## src/rtl/mm_tile_sequencer.sv

```systemverilog
// Tile sequencer for one matmul job: load both fetchers, feed, supervise the stream, drain, flag result.
// Optional feature macro: MM_SEQ_ABORT_EN adds an abort input that returns any active job to IDLE.

module mm_tile_sequencer #(
    parameter int ARRAY_LEN    = 8,
    parameter int DRAIN_CYCLES = 2 * ARRAY_LEN,
    parameter int TILE_W       = 8
) (
    input  logic              clk,
    input  logic              rst_n,
    input  logic              start,
`ifdef MM_SEQ_ABORT_EN
    input  logic              abort,
`endif
    input  logic [TILE_W-1:0] num_tiles,
    output logic              busy,
    output logic              done,
    output logic              load_req_a,
    output logic              load_req_b,
    input  logic              load_done_a,
    input  logic              load_done_b,
    output logic              feed,
    input  logic              valid_a,
    input  logic              valid_b,
    output logic              acc_clear,
    output logic              result_valid,
    output logic [TILE_W-1:0] tile_idx,
    output logic              err
);

    localparam int CNT_MAX = (ARRAY_LEN > DRAIN_CYCLES) ? ARRAY_LEN : DRAIN_CYCLES;
    localparam int CNT_W   = $clog2(CNT_MAX + 1);

    localparam logic [CNT_W-1:0] STREAM_LAST = CNT_W'(ARRAY_LEN - 1);
    localparam logic [CNT_W-1:0] DRAIN_LAST  = CNT_W'(DRAIN_CYCLES - 1);

    typedef enum logic [2:0] {
        S_IDLE,
        S_LOAD,
        S_FEED,
        S_STREAM,
        S_DRAIN,
        S_FIN
    } state_e;

    state_e            state_q, state_d;
    logic [CNT_W-1:0]  cnt_q, cnt_d;
    logic [TILE_W-1:0] tile_idx_q, tile_idx_d;
    logic [TILE_W-1:0] num_tiles_q, num_tiles_d;
    logic              got_a_q, got_a_d;
    logic              got_b_q, got_b_d;
    logic              err_q, err_d;

    // NOTE: every signal gets a default before the case so no path leaves one unassigned (no latches).
    always_comb begin
        state_d     = state_q;
        cnt_d       = cnt_q;
        tile_idx_d  = tile_idx_q;
        num_tiles_d = num_tiles_q;
        got_a_d     = got_a_q;
        got_b_d     = got_b_q;
        err_d       = err_q;

        case (state_q)
            S_IDLE: begin
                if (start) begin
                    err_d = 1'b0;
                    if (num_tiles != '0) begin
                        num_tiles_d = num_tiles;
                        tile_idx_d  = '0;
                        state_d     = S_LOAD;
                    end else begin
                        state_d = S_FIN;
                    end
                end
            end
            S_LOAD: begin
                // A done pulse in this cycle counts toward leaving LOAD immediately.
                got_a_d = got_a_q | load_done_a;
                got_b_d = got_b_q | load_done_b;
                if (got_a_d && got_b_d) begin
                    got_a_d = 1'b0;
                    got_b_d = 1'b0;
                    state_d = S_FEED;
                end
            end
            S_FEED: begin
                cnt_d   = '0;
                state_d = S_STREAM;
            end
            S_STREAM: begin
                if (!valid_a || !valid_b) begin
                    err_d = 1'b1;
                end
                if (cnt_q == STREAM_LAST) begin
                    cnt_d   = '0;
                    state_d = S_DRAIN;
                end else begin
                    cnt_d = cnt_q + CNT_W'(1);
                end
            end
            S_DRAIN: begin
                if (cnt_q == DRAIN_LAST) begin
                    cnt_d = '0;
                    if (tile_idx_q == num_tiles_q - TILE_W'(1)) begin
                        state_d = S_FIN;
                    end else begin
                        tile_idx_d = tile_idx_q + TILE_W'(1);
                        state_d    = S_LOAD;
                    end
                end else begin
                    cnt_d = cnt_q + CNT_W'(1);
                end
            end
            S_FIN: begin
                state_d = S_IDLE;
            end
            default: begin
                state_d = S_IDLE;
            end
        endcase

`ifdef MM_SEQ_ABORT_EN
        // Abort overrides any transition above; err keeps its pre-abort value.
        if (abort && state_q != S_IDLE) begin
            state_d    = S_IDLE;
            cnt_d      = '0;
            tile_idx_d = '0;
            got_a_d    = 1'b0;
            got_b_d    = 1'b0;
            err_d      = err_q;
        end
`endif
    end

    // NOTE: non-blocking assignments so every register updates from the same pre-edge values.
    always_ff @(posedge clk or negedge rst_n) begin
        if (!rst_n) begin
            state_q     <= S_IDLE;
            cnt_q       <= '0;
            tile_idx_q  <= '0;
            num_tiles_q <= '0;
            got_a_q     <= 1'b0;
            got_b_q     <= 1'b0;
            err_q       <= 1'b0;
        end else begin
            state_q     <= state_d;
            cnt_q       <= cnt_d;
            tile_idx_q  <= tile_idx_d;
            num_tiles_q <= num_tiles_d;
            got_a_q     <= got_a_d;
            got_b_q     <= got_b_d;
            err_q       <= err_d;
        end
    end

    // Outputs decode registered state only, so an async reset clears them in the same cycle.
    assign busy         = (state_q != S_IDLE) && (state_q != S_FIN);
    assign done         = (state_q == S_FIN);
    assign load_req_a   = (state_q == S_LOAD) && !got_a_q;
    assign load_req_b   = (state_q == S_LOAD) && !got_b_q;
    assign feed         = (state_q == S_FEED);
    assign acc_clear    = (state_q == S_FEED);
    assign result_valid = (state_q == S_DRAIN) && (cnt_q == DRAIN_LAST);
    assign tile_idx     = tile_idx_q;
    assign err          = err_q;

endmodule
```

## config.mk

```make
export PLATFORM = sky130hd
export DESIGN_NAME = mm_tile_sequencer
export DESIGN_NICKNAME = d
export VERILOG_FILES = /design/src/rtl/mm_tile_sequencer.sv
export SDC_FILE = /design/constraint.sdc
export NUM_CORES = 1
export LEC_CHECK = 0
export ABC_AREA = 1
export CELL_PAD_IN_SITES_DETAIL_PLACEMENT = 1
export CELL_PAD_IN_SITES_GLOBAL_PLACEMENT = 1
export CORE_MARGIN = 4
export CORE_UTILIZATION = 49
export DETAILED_ROUTE_END_ITERATION = 12
export DONT_BUFFER_PORTS = 1
export GPL_TIMING_DRIVEN = 0
export PLACE_DENSITY = 0.91
export SLEW_MARGIN = 40
export SYNTH_ARGS = -nofsm -noshare
export SYNTH_HDL_FRONTEND = slang
export SYNTH_SLANG_ARGS = --single-unit
```

## constraint.sdc

```tcl
create_clock -name clk -period 3.85 [get_ports clk]
set_input_delay 0.5775 -clock clk [delete_from_list [all_inputs] [get_ports clk]]
set_output_delay 0.5775 -clock clk [all_outputs]
set_load 0.1 [all_outputs]
```

# [After elaboration in Yosys (flattened, before gate mapping)]
# Cells that the tools add are included.
[op_classes] n_addsub=3 eq_ne=16 muxes=20 n_bitwise=2 reduce_logical=20
[op_table] operator="$mux 8" count=4
[op_table] operator="$mux 3" count=6
[op_table] operator="$pmux 8 s2" count=1
[op_table] operator="$pmux 3 s5" count=1
[op_table] operator="$pmux 5 s3" count=1
[op_table] operator="$ne 2x2->1 const B" count=7
[op_table] operator="$mux 5" count=2
[op_table] operator="$add 8x1->8 const B" count=1
[op_table] operator="$eq 8x8->1" count=1
[op_table] operator="$reduce_bool 8->1" count=1
[op_table] operator="$sub 8x1->8 const B" count=1
[op_table] operator="$eq 3x2->1 const B" count=2
[op_table] operator="$eq 3x3->1 const B" count=2
[op_table] operator="$reduce_and 3->1" count=2
[op_table] operator="$reduce_bool 3->1" count=2
[op_table] operator="$add 5x1->5 const B" count=1
[op_table] operator="$eq 5x3->1 const B" count=1
[op_table] operator="$eq 5x4->1 const B" count=1
[op_table] operator="$logic_and 1x1->1" count=5
[op_table] operator="$reduce_and 5->1" count=1
[op_table] operator="$logic_not 1->1" count=4
[op_table] operator="$mux 1" count=4
[op_table] operator="$reduce_and 4->1" count=1
[op_table] operator="$reduce_bool 2->1" count=2
[op_table] operator="6 further kinds" count=7
[word_totals] reg_bits=27 input_bits=15 out_inout_bits=16 wordCells=68

# [Logic depth before layout (Yosys ltp)]
# Gate-level depths: netlist of run 1.
[depth] ltp_word=5 depth_mapped=13 mapped_depth_nobuf=13

# [Worst setup path before layout of run 1]
# Ideal clock, no wire load.
[synth_timing] path_type="flip-flop to output port" start="register state_q[2]" end="output port feed" t_arrival_ns=3.275 required_time_ns=3.273 setup_slack_ns=-0.002 stages_incl_launch_ff=4 path_buffers=2 cell_sequence="dfrtp_1 > buf_4 > nor3_1 > buf_4"
[synth_via] elab_chain_cells=1
[synth_lines] item="start: declaration" line="46" rtl="state_e state_q, state_d;"
[synth_lines] item="start signal: assignment" line="147" rtl="state_q <= state_d;"
[synth_lines] item="$eq 3x2->1"
[synth_lines] item="end: declaration" line="22" rtl="output logic feed,"
# No other way between the ends.

# [Worst setup path after layout of run 1]
[layout_timing] start="register state_q[1]" end="output port load_req_b"
[layout_via] elab_chain_cells=2
[layout_lines] item="$eq 3x1->1" line="161" rtl="assign load_req_b = (state_q == S_LOAD) && !got_b_q;"
[layout_lines] item="$logic_and 1x1->1" line="161"
[layout_lines] item="end: declaration" line="19" rtl="output logic load_req_b,"
# No other way between the ends.

==> results of run 1 <==
-- per-stage QoR --
step | util (%) | std cells
6_report | 57.1 | 307
5_1_grt | 57.1 | 307
3_3_place_gp | 52.5 | 299
2_1_floorplan | - | 251
3_5_place_dp | 55.3 | 302
4_1_cts | 57.1 | 307
-- cells in the final DEF (no fill, tap or decap), types with 3 or more instances in the layout --
master                     instances
sky130_fd_sc_hd__nand4_1          10
sky130_fd_sc_hd__dfrtp_1          18
sky130_fd_sc_hd__nor2_1           22
sky130_fd_sc_hd__inv_1            38
sky130_fd_sc_hd__dfrtp_2           9
sky130_fd_sc_hd__a21oi_1           4
sky130_fd_sc_hd__xnor2_1           3
sky130_fd_sc_hd__nor2_4            5
sky130_fd_sc_hd__nand3_1          17
sky130_fd_sc_hd__o21ai_2           9
sky130_fd_sc_hd__ha_1              5
sky130_fd_sc_hd__o21ai_0           3
sky130_fd_sc_hd__nor2_2            5
sky130_fd_sc_hd__xor2_1            5
sky130_fd_sc_hd__nand2_2           4
sky130_fd_sc_hd__nand2_1          72
sky130_fd_sc_hd__clkbuf_8          3
-- power by group --
group / leakage [nW] / total [mW] / internal, mW / switching [mW]
clock: 0.0228 / 0.166 / 0.0743 / 0.0922
sequential: 0.340 / 0.559 / 0.375 / 0.184
combinational: 0.639 / 1.01 / 0.293 / 0.718
-- metal layers --
metal	wire [microns]	GRT usage [%]
met5	0	0
met4	99	8.24
met3	148	2.90
met2	2560	39.2
met1	1940	24.0
-- layout make-up --
type	instances	area (sq um)
inverter	39	146
timing repair buffer	4	67.6
clock buffer	4	45.0
tap	48	60.1
multi-input combinational	180	1030
fill	469	1560
buffer	5	42.5
sequential	27	687
-- cell families after synthesis --
logic type	share of synthesized area, %
and+or+nand+nor	36.4
buffers and inverters	10.3
DFF	36.7
AOI/OAI and AO/OA	8.56
xor gates and xnor gates	4.69
adders and majority gates	3.40
-- registers in the layout, summed over array words and instances (netlist names) --
| register | cells |
|---|---|
| cnt_q | 5 |
| err | 1 |
| got_a_q | 1 |
| got_b_q | 1 |
| num_tiles_q | 8 |
| state_q | 3 |
| tile_idx | 8 |
-- worst paths after layout --
check	cells past startpoint	slack, ns	from	to
max	5	1.30	state_q[1]	load_req_b
min	1	0.10	rst_n	got_b_q
max reg2reg	12	1.85	tile_idx[6]	tile_idx[6]
min reg2reg	1	0.52	cnt_q[0]	cnt_q[0]
max in group asynchronous	1	3.57	rst_n	tile_idx[4]
min in group clk	2	0.45	num_tiles[1]	num_tiles_q[1]
-- what timing repair did --
item,4_1_cts,5_1_grt
endpoints found under the setup margin,0,0
gates resized for setup,0,0
setup buffers,0,0
hold buffers,1,0
endpoints found under the hold margin,27,0
==> results.yml, run 1 <==
cells_and_area:
  drive_above_1_share_pct: 19.7
  stdcell_area_sq_um: 2070
  areaGrowthSynthToFinish_pct: 12.6
  antenna-diode-count: 0
  layout.nets: 280
timing:
  setup-violations-final: 0
  timing.hold.ws_ns: 0.104
  fin_setup_tns_ns: 0
  tightestPinTransition_ns: 0.632
  timing_hold_violations_final: 0
  finalCriticalPeriod_ns: 2.55
  post-route-period-util_pct: 66.2
  timing_max_transition_violations_final: 0
  unrepaired_setup_endpoints_after_global_routing: "no"
  timing.max_slew.rel_slack_pct: 57.8
  setup_ws_ns: 1.30
  fin_worst_skew_ns: 0.00367
  max_freq_mhz: 392
floorplan:
  design.die.area_sq_um: 4800
  initial_utilization_pct: 50.7
  die_extent_in_y_microns: 69.3
  floorplan.rows: 22
  coreArea_sq_um: 3630
  fp.dieW_microns: 69.3
  ioPinCount: 31
worst_setup_path:
  critPathArrivalTime_ns: 1.97
  critical-path-slowest-cell: "sky130_fd_sc_hd__nor2_4"
  worstPathMaxFanout: 5
  critical_path.n_buffers_inverters: 2
  worstSetupStartpointType: "flip-flop"
  timing.critical_path.required_ns: 3.27
  critical_path.top_delay_family: "simple AND/OR/NAND/NOR gates"
  worstSetupEndpointType: "output port"
  highest_cell_delay_on_the_worst_timing_path_ns: 0.51
  crit_chain: "inv_1 -> nand2_1 -> nor2_1 -> inv_1 -> nor2_4"
  critical_path.most_common_cell: "sky130_fd_sc_hd__inv_1"
  timing.setup.critical_path_class: "reg2out"
synth:
  synth_top_area_share_pct: 36.7
  synth_largest_area_cell: "sky130_fd_sc_hd__dfrtp_1"
  synthCells: 251
  synth.lib_cells_used.distinct: 32
  ys_warn_count: 0
  seq_area_frac_synth_pct: 36.7
  postSynthNetCount: 271
  synth_most_common_cell: "sky130_fd_sc_hd__nand2_1"
  synth-async-reset-ratio_pct: 100
  synth_ff_type: "sky130_fd_sc_hd__dfrtp_1"
  synth.avg_cell_area_sq_um: 7.34
  synth-edff-count: 0
  postSynthRegisterBits: 27
  yosys-top-cells-area: "sky130_fd_sc_hd__dfrtp_1 37%, sky130_fd_sc_hd__nand2_1 15%, sky130_fd_sc_hd__inv_1 7.7%"
  synthTopCellsByCount: "72 x sky130_fd_sc_hd__nand2_1, 38 x sky130_fd_sc_hd__inv_1, 27 x sky130_fd_sc_hd__dfrtp_1, 27 x sky130_fd_sc_hd__nor2_1, 17 x sky130_fd_sc_hd__nand3_1"
  synthesis.area_sq_um: 1840
place:
  detailed_place_hpwl_microns: 3570
  placed_standard_cell_area_sq_um: 2010
  gpl.final_weighted_congestion: 0.791
  number_of_buffers_added_on_ports: 0
  detailedPlace.worstSlack_ns: 1.61
routing:
  avgViaCountPerCell: 5.28
  vias: 1620
  drtPass1Iterations: 7
  detail_route.iter0.violations: 48
  detail-route-antenna-nets: 0
  finalWirelength_microns: 4750
  avgRoutedWirePerCell_microns: 15.5
  post_route_drc: 0
grt:
  grt_start_max_net_pins: 28
  grt-ovfl-total: 0
  grt_pass1_wl_microns: 8190
  grtUsageTotal_pct: 21.1
  grt_pass1_vias: 1771
  antenna_found_initial: 0
clock_tree:
  cts_root_buf: "sky130_fd_sc_hd__clkbuf_8"
  worst_setup_hold_path_clk_slew_ns: 0.10
  clkLatencyLatePin_ns: 0.28
  numClockSinks: 27
  htreeDepth: 1
  clock_tree_from_tritoncts: "yes"
  numCtsBuffers: 3
  cts-root-to-sink-buffers: 2
min_path:
  worstHoldPathType: "in2async"
power:
  post-layout-total-power_mw: 1.74
  vdd.ir_drop.worst_v: 0.000637
  leak_nw: 1.00
  power-per-cell-area_nw_per_um2: 837
run:
  cap_violations: 0
status:
  outcome: "finished clean"
No activity file was read; power rests on OpenSTA's default activity.
==> run 2: changes to the inputs <==
--- a/config.mk
+++ b/config.mk
@@ -9,11 +9,11 @@
 export CELL_PAD_IN_SITES_DETAIL_PLACEMENT = 1
 export CELL_PAD_IN_SITES_GLOBAL_PLACEMENT = 1
 export CORE_MARGIN = 4
-export CORE_UTILIZATION = 49
+export CORE_UTILIZATION = 45
 export DETAILED_ROUTE_END_ITERATION = 12
 export DONT_BUFFER_PORTS = 1
 export GPL_TIMING_DRIVEN = 0
-export PLACE_DENSITY = 0.91
+export PLACE_DENSITY = 0.85
 export SLEW_MARGIN = 40
 export SYNTH_ARGS = -nofsm -noshare
 export SYNTH_HDL_FRONTEND = slang
==> constraint.sdc (replaced) <==
create_clock -name clk -period 2.6 [get_ports clk]
set_input_delay 0.39 -clock clk [delete_from_list [all_inputs] [get_ports clk]]
set_output_delay 0.39 -clock clk [all_outputs]
set_load 0.1 [all_outputs]
==> results.yml, run 2 (synthesis results as in run 1) <==
status:
  outcome: "finished clean"
place:
  number_of_buffers_added_on_ports: 0
  gpl.final_weighted_congestion: 0.790
  placed_standard_cell_area_sq_um: 1980
  detailed_place_hpwl_microns: 3430
  placed_cells_incl_taps: 300
timing:
  unrepaired_setup_endpoints_after_global_routing: "no"
  finalCriticalPeriod_ns: 2.36
  timing.max_slew.rel_slack_pct: 55.0
  timing.hold.ws_ns: 0.258
  fin_worst_skew_ns: 0.00790
  timing_hold_violations_final: 0
  tightestPinTransition_ns: 0.673
  setup-violations-final: 0
  timing_max_transition_violations_final: 0
  fin_setup_tns_ns: 0
  max_freq_mhz: 423
  post-route-period-util_pct: 90.9
run:
  cap_violations: 0
floorplan:
  design.die.area_sq_um: 5180
  coreArea_sq_um: 3800
  initial_utilization_pct: 48.5
  ioPinCount: 31
  fp.dieW_microns: 72.0
  floorplan.rows: 22
  die_extent_in_y_microns: 72.0
clock_tree:
  cts_root_buf: "sky130_fd_sc_hd__clkbuf_8"
  htreeDepth: 1
  numClockSinks: 27
  clkLatencyLatePin_ns: 0.28
  worst_setup_hold_path_clk_slew_ns: 0.11
  numCtsBuffers: 3
  clock_tree_from_tritoncts: "yes"
  cts-root-to-sink-buffers: 2
worst_setup_path:
  worstSetupStartpointType: "flip-flop"
  timing.setup.critical_path_class: "reg2out"
  worstPathMaxFanout: 5
  critical-path-slowest-cell: "sky130_fd_sc_hd__nor2_4"
  worstSetupEndpointType: "output port"
  highest_cell_delay_on_the_worst_timing_path_ns: 0.52
  timing.critical_path.required_ns: 2.21
  critical_path.most_common_cell: "sky130_fd_sc_hd__inv_1"
  crit_chain: "inv_1 -> nand2_1 -> nor2_1 -> inv_1 -> nor2_4"
  critPathArrivalTime_ns: 1.97
cells_and_area:
  stdcell_area_sq_um: 2060
  drive_above_1_share_pct: 19.4
  layout.nets: 279
  most-common-layout-cells: "72 x sky130_fd_sc_hd__nand2_1, 38 x sky130_fd_sc_hd__inv_1, 22 x sky130_fd_sc_hd__nor2_1, 18 x sky130_fd_sc_hd__dfrtp_1, 17 x sky130_fd_sc_hd__nand3_1"
  n_fill_cell: 495
  antenna-diode-count: 0
  finalNonFillerCells: 306
  areaGrowthSynthToFinish_pct: 11.6
  layout_commonest_cell: "sky130_fd_sc_hd__nand2_1"
routing:
  finalWirelength_microns: 4600
  vias: 1592
  detail_route.iter0.violations: 70
  avgRoutedWirePerCell_microns: 15.0
  drtPass1Iterations: 4
  post_route_drc: 0
  avgViaCountPerCell: 5.20
  detail-route-antenna-nets: 0
power:
  leak_nw: 0.987
  power-per-cell-area_nw_per_um2: 1240
  post-layout-total-power_mw: 2.55
  vdd.ir_drop.worst_v: 0.00103
grt:
  grt_start_max_net_pins: 28
  grt-ovfl-total: 0
  grt_pass1_wl_microns: 8110
  grtUsageTotal_pct: 19.5
  grt_pass1_vias: 1783
  antenna_found_initial: 0
min_path:
  worstHoldPathType: "in2reg"
-- run 2: cell count changes in the layout (fill, tap and decap cells not counted), sizes merged --
cell and change:
dlygate4sd3 +1, clkbuf -1, buf -2, clkinvlp +1
-- run 2: what timing repair did --
item                      4_1_cts  5_1_grt
resized for setup               0        0
hold buffers                    2        0
hold endpoints to repair       27        0
setup buffers                   0        0
-- run 2: final cells by class --
type / count / area (sq um) / area share [%]
clock buffer: 3 / 41.3 / 2.01
tap: 48 / 60.1 / 2.92
multi-input combinational: 180 / 1030 / 49.9
timing repair buffer: 3 / 45.0 / 2.19
buffer: 5 / 42.5 / 2.07
sequential: 27 / 687 / 33.4
inverter: 39 / 146 / 7.12
clock inverter: 1 / 7.51 / 0.365
-- run 2: worst paths after layout --
path / startpoint / endpoint / slack, ns / cells past startpoint
worst max-delay path: state_q[1] / load_req_a / 0.24 / 5
worst min-delay path: num_tiles[2] / num_tiles_q[2] / 0.26 / 2
worst max register to register: tile_idx[0] / tile_idx[6] / 0.60 / 8
worst min register to register: cnt_q[0] / cnt_q[0] / 0.51 / 1
max in group asynchronous: rst_n / err / 1.87 / 2
min in group asynchronous: rst_n / tile_idx[7] / 0.56 / 2
-- run 2: through the flow --
stage	worst slack [ns]	utilization, %
6_report	0.236	54.1
5_1_grt	0.0850	54.1
3_3_place_gp	-0.159	50.3
4_1_cts	0.230	54.1
3_5_place_dp	0.553	52.0
2_1_floorplan	-0.0527	-
-- run 2: layer usage --
layer	vias to the layer above	share of wire (%)	wire (microns)	GRT usage (%)
met5	-	0	0	0
met4	0	1.5	70	3.76
met3	6	2.6	120	3.19
met2	22	53	2440	35.7
met1	755	43	1970	24.0
li1	809	-	-	-
-- run 2: power breakdown --
group / internal [mW] / switching (mW) / total [mW]
registers: 0.555 / 0.261 / 0.816
clock network: 0.109 / 0.148 / 0.258
logic: 0.417 / 1.06 / 1.48
-- run 2: worst max-delay path, delay by kind of cell, from the launching register on --
family                 cells  cell delay (ns)
AND/OR/NAND/NOR            3             0.88
flip-flops                 1             0.44
buffers and inverters      2             0.38
==> run 3: changes to the inputs <==
--- a/config.mk
+++ b/config.mk
@@ -14,7 +14,7 @@
 export DONT_BUFFER_PORTS = 1
 export GPL_TIMING_DRIVEN = 0
 export PLACE_DENSITY = 0.85
-export SLEW_MARGIN = 40
+export SLEW_MARGIN = 10
 export SYNTH_ARGS = -nofsm -noshare
 export SYNTH_HDL_FRONTEND = slang
 export SYNTH_SLANG_ARGS = --single-unit
==> results.yml, run 3 (synthesis results as in run 1) <==
clock_tree:
  number_of_setup_buffers_added_after_cts: 0
  numCtsBuffers: 3
  htreeDepth: 1
  cts_root_buf: "sky130_fd_sc_hd__clkbuf_8"
  cts-root-to-sink-buffers: 2
  clock_tree_from_tritoncts: "yes"
  numClockSinks: 27
  worst_setup_hold_path_clk_slew_ns: 0.11
  clkLatencyLatePin_ns: 0.28
floorplan:
  floorplan.rows: 22
  ioPinCount: 31
  die_extent_in_y_microns: 72.0
  initial_utilization_pct: 48.5
  fp.dieW_microns: 72.0
  coreArea_sq_um: 3800
  design.die.area_sq_um: 5180
timing:
  setup-violations-final: 2
  fin_worst_skew_ns: 0.00802
  tightestPinTransition_ns: 1.09
  max_freq_mhz: 375
  timing.max_slew.rel_slack_pct: 27.1
  setup_ws_ns: -0.0691
  timing.hold.ws_ns: 0.256
  finalCriticalPeriod_ns: 2.67
  timing_max_transition_violations_final: 0
  fin_setup_tns_ns: -0.136
  post-route-period-util_pct: 103
  timing_hold_violations_final: 0
  unrepaired_setup_endpoints_after_global_routing: "yes"
power:
  clockPowerShare_pct: 10.3
  power-per-cell-area_nw_per_um2: 1250
  power.switching_fraction_pct: 57.2
  p_int_mw: 1.09
  power_dissipated_by_switching_net_loads_mw: 1.46
  leak_nw: 1.01
  power.share.combinational_pct: 57.9
  power.sequential.fraction_pct: 31.8
  vdd.ir_drop.worst_v: 0.00101
cells_and_area:
  seqCellArea_sq_um: 676
  antenna-diode-count: 0
  multi_input_comb_area_sq_um: 1010
  layout_commonest_cell: "sky130_fd_sc_hd__nand2_1"
  stdcell_area_sq_um: 2050
  most-common-layout-cells: "72 x sky130_fd_sc_hd__nand2_1, 38 x sky130_fd_sc_hd__inv_1, 27 x sky130_fd_sc_hd__dfrtp_1, 22 x sky130_fd_sc_hd__nor2_1, 17 x sky130_fd_sc_hd__nand3_1"
  final_util_pct: 53.9
  areaGrowthSynthToFinish_pct: 11.1
  layout.nets: 280
  finalNonFillerCells: 307
  n_fill_cell: 501
  drive_above_1_share_pct: 15.8
routing:
  drtPass1Iterations: 4
  avgViaCountPerCell: 5.18
  post_route_drc: 0
  avgRoutedWirePerCell_microns: 14.4
  detail_route.iter0.violations: 47
  finalWirelength_microns: 4410
  detail-route-antenna-nets: 0
  vias: 1590
place:
  number_of_buffers_added_on_ports: 0
  detailed_place_hpwl_microns: 3450
  gpl.final_weighted_congestion: 0.790
  placed_cells_incl_taps: 301
  placed_standard_cell_area_sq_um: 1960
worst_setup_path:
  timing.critical_path.required_ns: 2.21
  r2r_cells: 8
  setup.reg_to_reg.worst_slack_ns: 0.31
  timing.setup.critical_path_class: "reg2out"
  worstSetupStartpointType: "flip-flop"
  worstSetupEndpointType: "output port"
  crit-reg2reg-capture: "tile_idx[6]"
  worstPathMaxFanout: 5
  critPathArrivalTime_ns: 2.28
  worst_r2r_startpoint: "tile_idx[0]"
grt:
  grtUsageTotal_pct: 18.8
  antenna_found_initial: 0
  grt-ovfl-total: 0
  grt_pass1_vias: 1677
  grt_pass1_wl_microns: 7820
  grt_start_max_net_pins: 28
min_path:
  hold-path-cell-count: 2
  worstHoldPathType: "in2reg"
  holdCritStartpoint: "num_tiles[6]"
  hold_end: "num_tiles_q[6]"
status:
  violated_checks: "negative setup slack"
  outcome: "finished with violations"
run:
  cap_violations: 0
## run 3: per-stage QoR
step | setup slack [ns] | power, mW
3_5_place_dp | 0.188 | 2.29
6_report | -0.0691 | 2.56
2_1_floorplan | -0.0527 | 1.97
3_3_place_gp | -0.159 | 2.15
5_1_grt | -0.231 | 2.76
4_1_cts | -0.0645 | 2.58
## run 3: how the worst max path moves through the flow
| stage | slack, ns | depth (start not counted) | to | startpoint |
|---|---|---|---|---|
| final | -0.07 | 5 | load_req_a | state_q[1] |
| after global routing | -0.23 | 5 | load_req_b | state_q[1] |
| after CTS | -0.06 | 5 | load_req_b | state_q[1] |
| after detailed placement | 0.19 | 4 | busy | state_q[1] |
| after global placement | -0.16 | 3 | feed | state_q[2] |
| after floorplan | -0.05 | 3 | feed | state_q[2] |
## run 3: layout make-up
class / instances / share of cell area, %
multi-input combinational: 180 / 49.4
sequential: 27 / 33.0
inverter: 39 / 7.15
timing repair buffer: 4 / 3.00
tap: 48 / 2.93
buffer: 5 / 2.08
clock buffer: 3 / 2.02
clock inverter: 1 / 0.428
## run 3: power by group through the flow
stage | combinational, mW | clock, mW | sequential, mW
2_1_floorplan | 1.19 | 0 | 0.775
3_3_place_gp | 1.34 | 0 | 0.813
3_5_place_dp | 1.47 | 0 | 0.821
4_1_cts | 1.50 | 0.269 | 0.814
5_1_grt | 1.64 | 0.289 | 0.834
6_report | 1.48 | 0.263 | 0.813
## run 3: layer usage
metal  part of all wire [%]  up-vias  wire [microns]  GRT usage [%]
met1                     43      754            1890           22.5
li1                       -      811               -              -
met5                      0        -               0              0
met4                    1.1        0              48           3.34
met2                     53       21            2320           34.9
met3                    3.4        4             151           3.88
## run 3: critical path, cell delays in order, from the launching register on
cell and delay [ns]:
sky130_fd_sc_hd__dfrtp_1 0.44, sky130_fd_sc_hd__inv_1 0.18, sky130_fd_sc_hd__nand2_1 0.13, sky130_fd_sc_hd__nor2_1 0.25, sky130_fd_sc_hd__inv_1 0.16, sky130_fd_sc_hd__nor2_2 0.83
## run 3: timing repair
action | in CTS | in global routing
hold buffers | 2 | 0
gates cloned | 0 | 0
hold endpoints to repair | 27 | 0
gates resized for setup | 2 | 0
endpoints found under the setup margin | 4 | 2
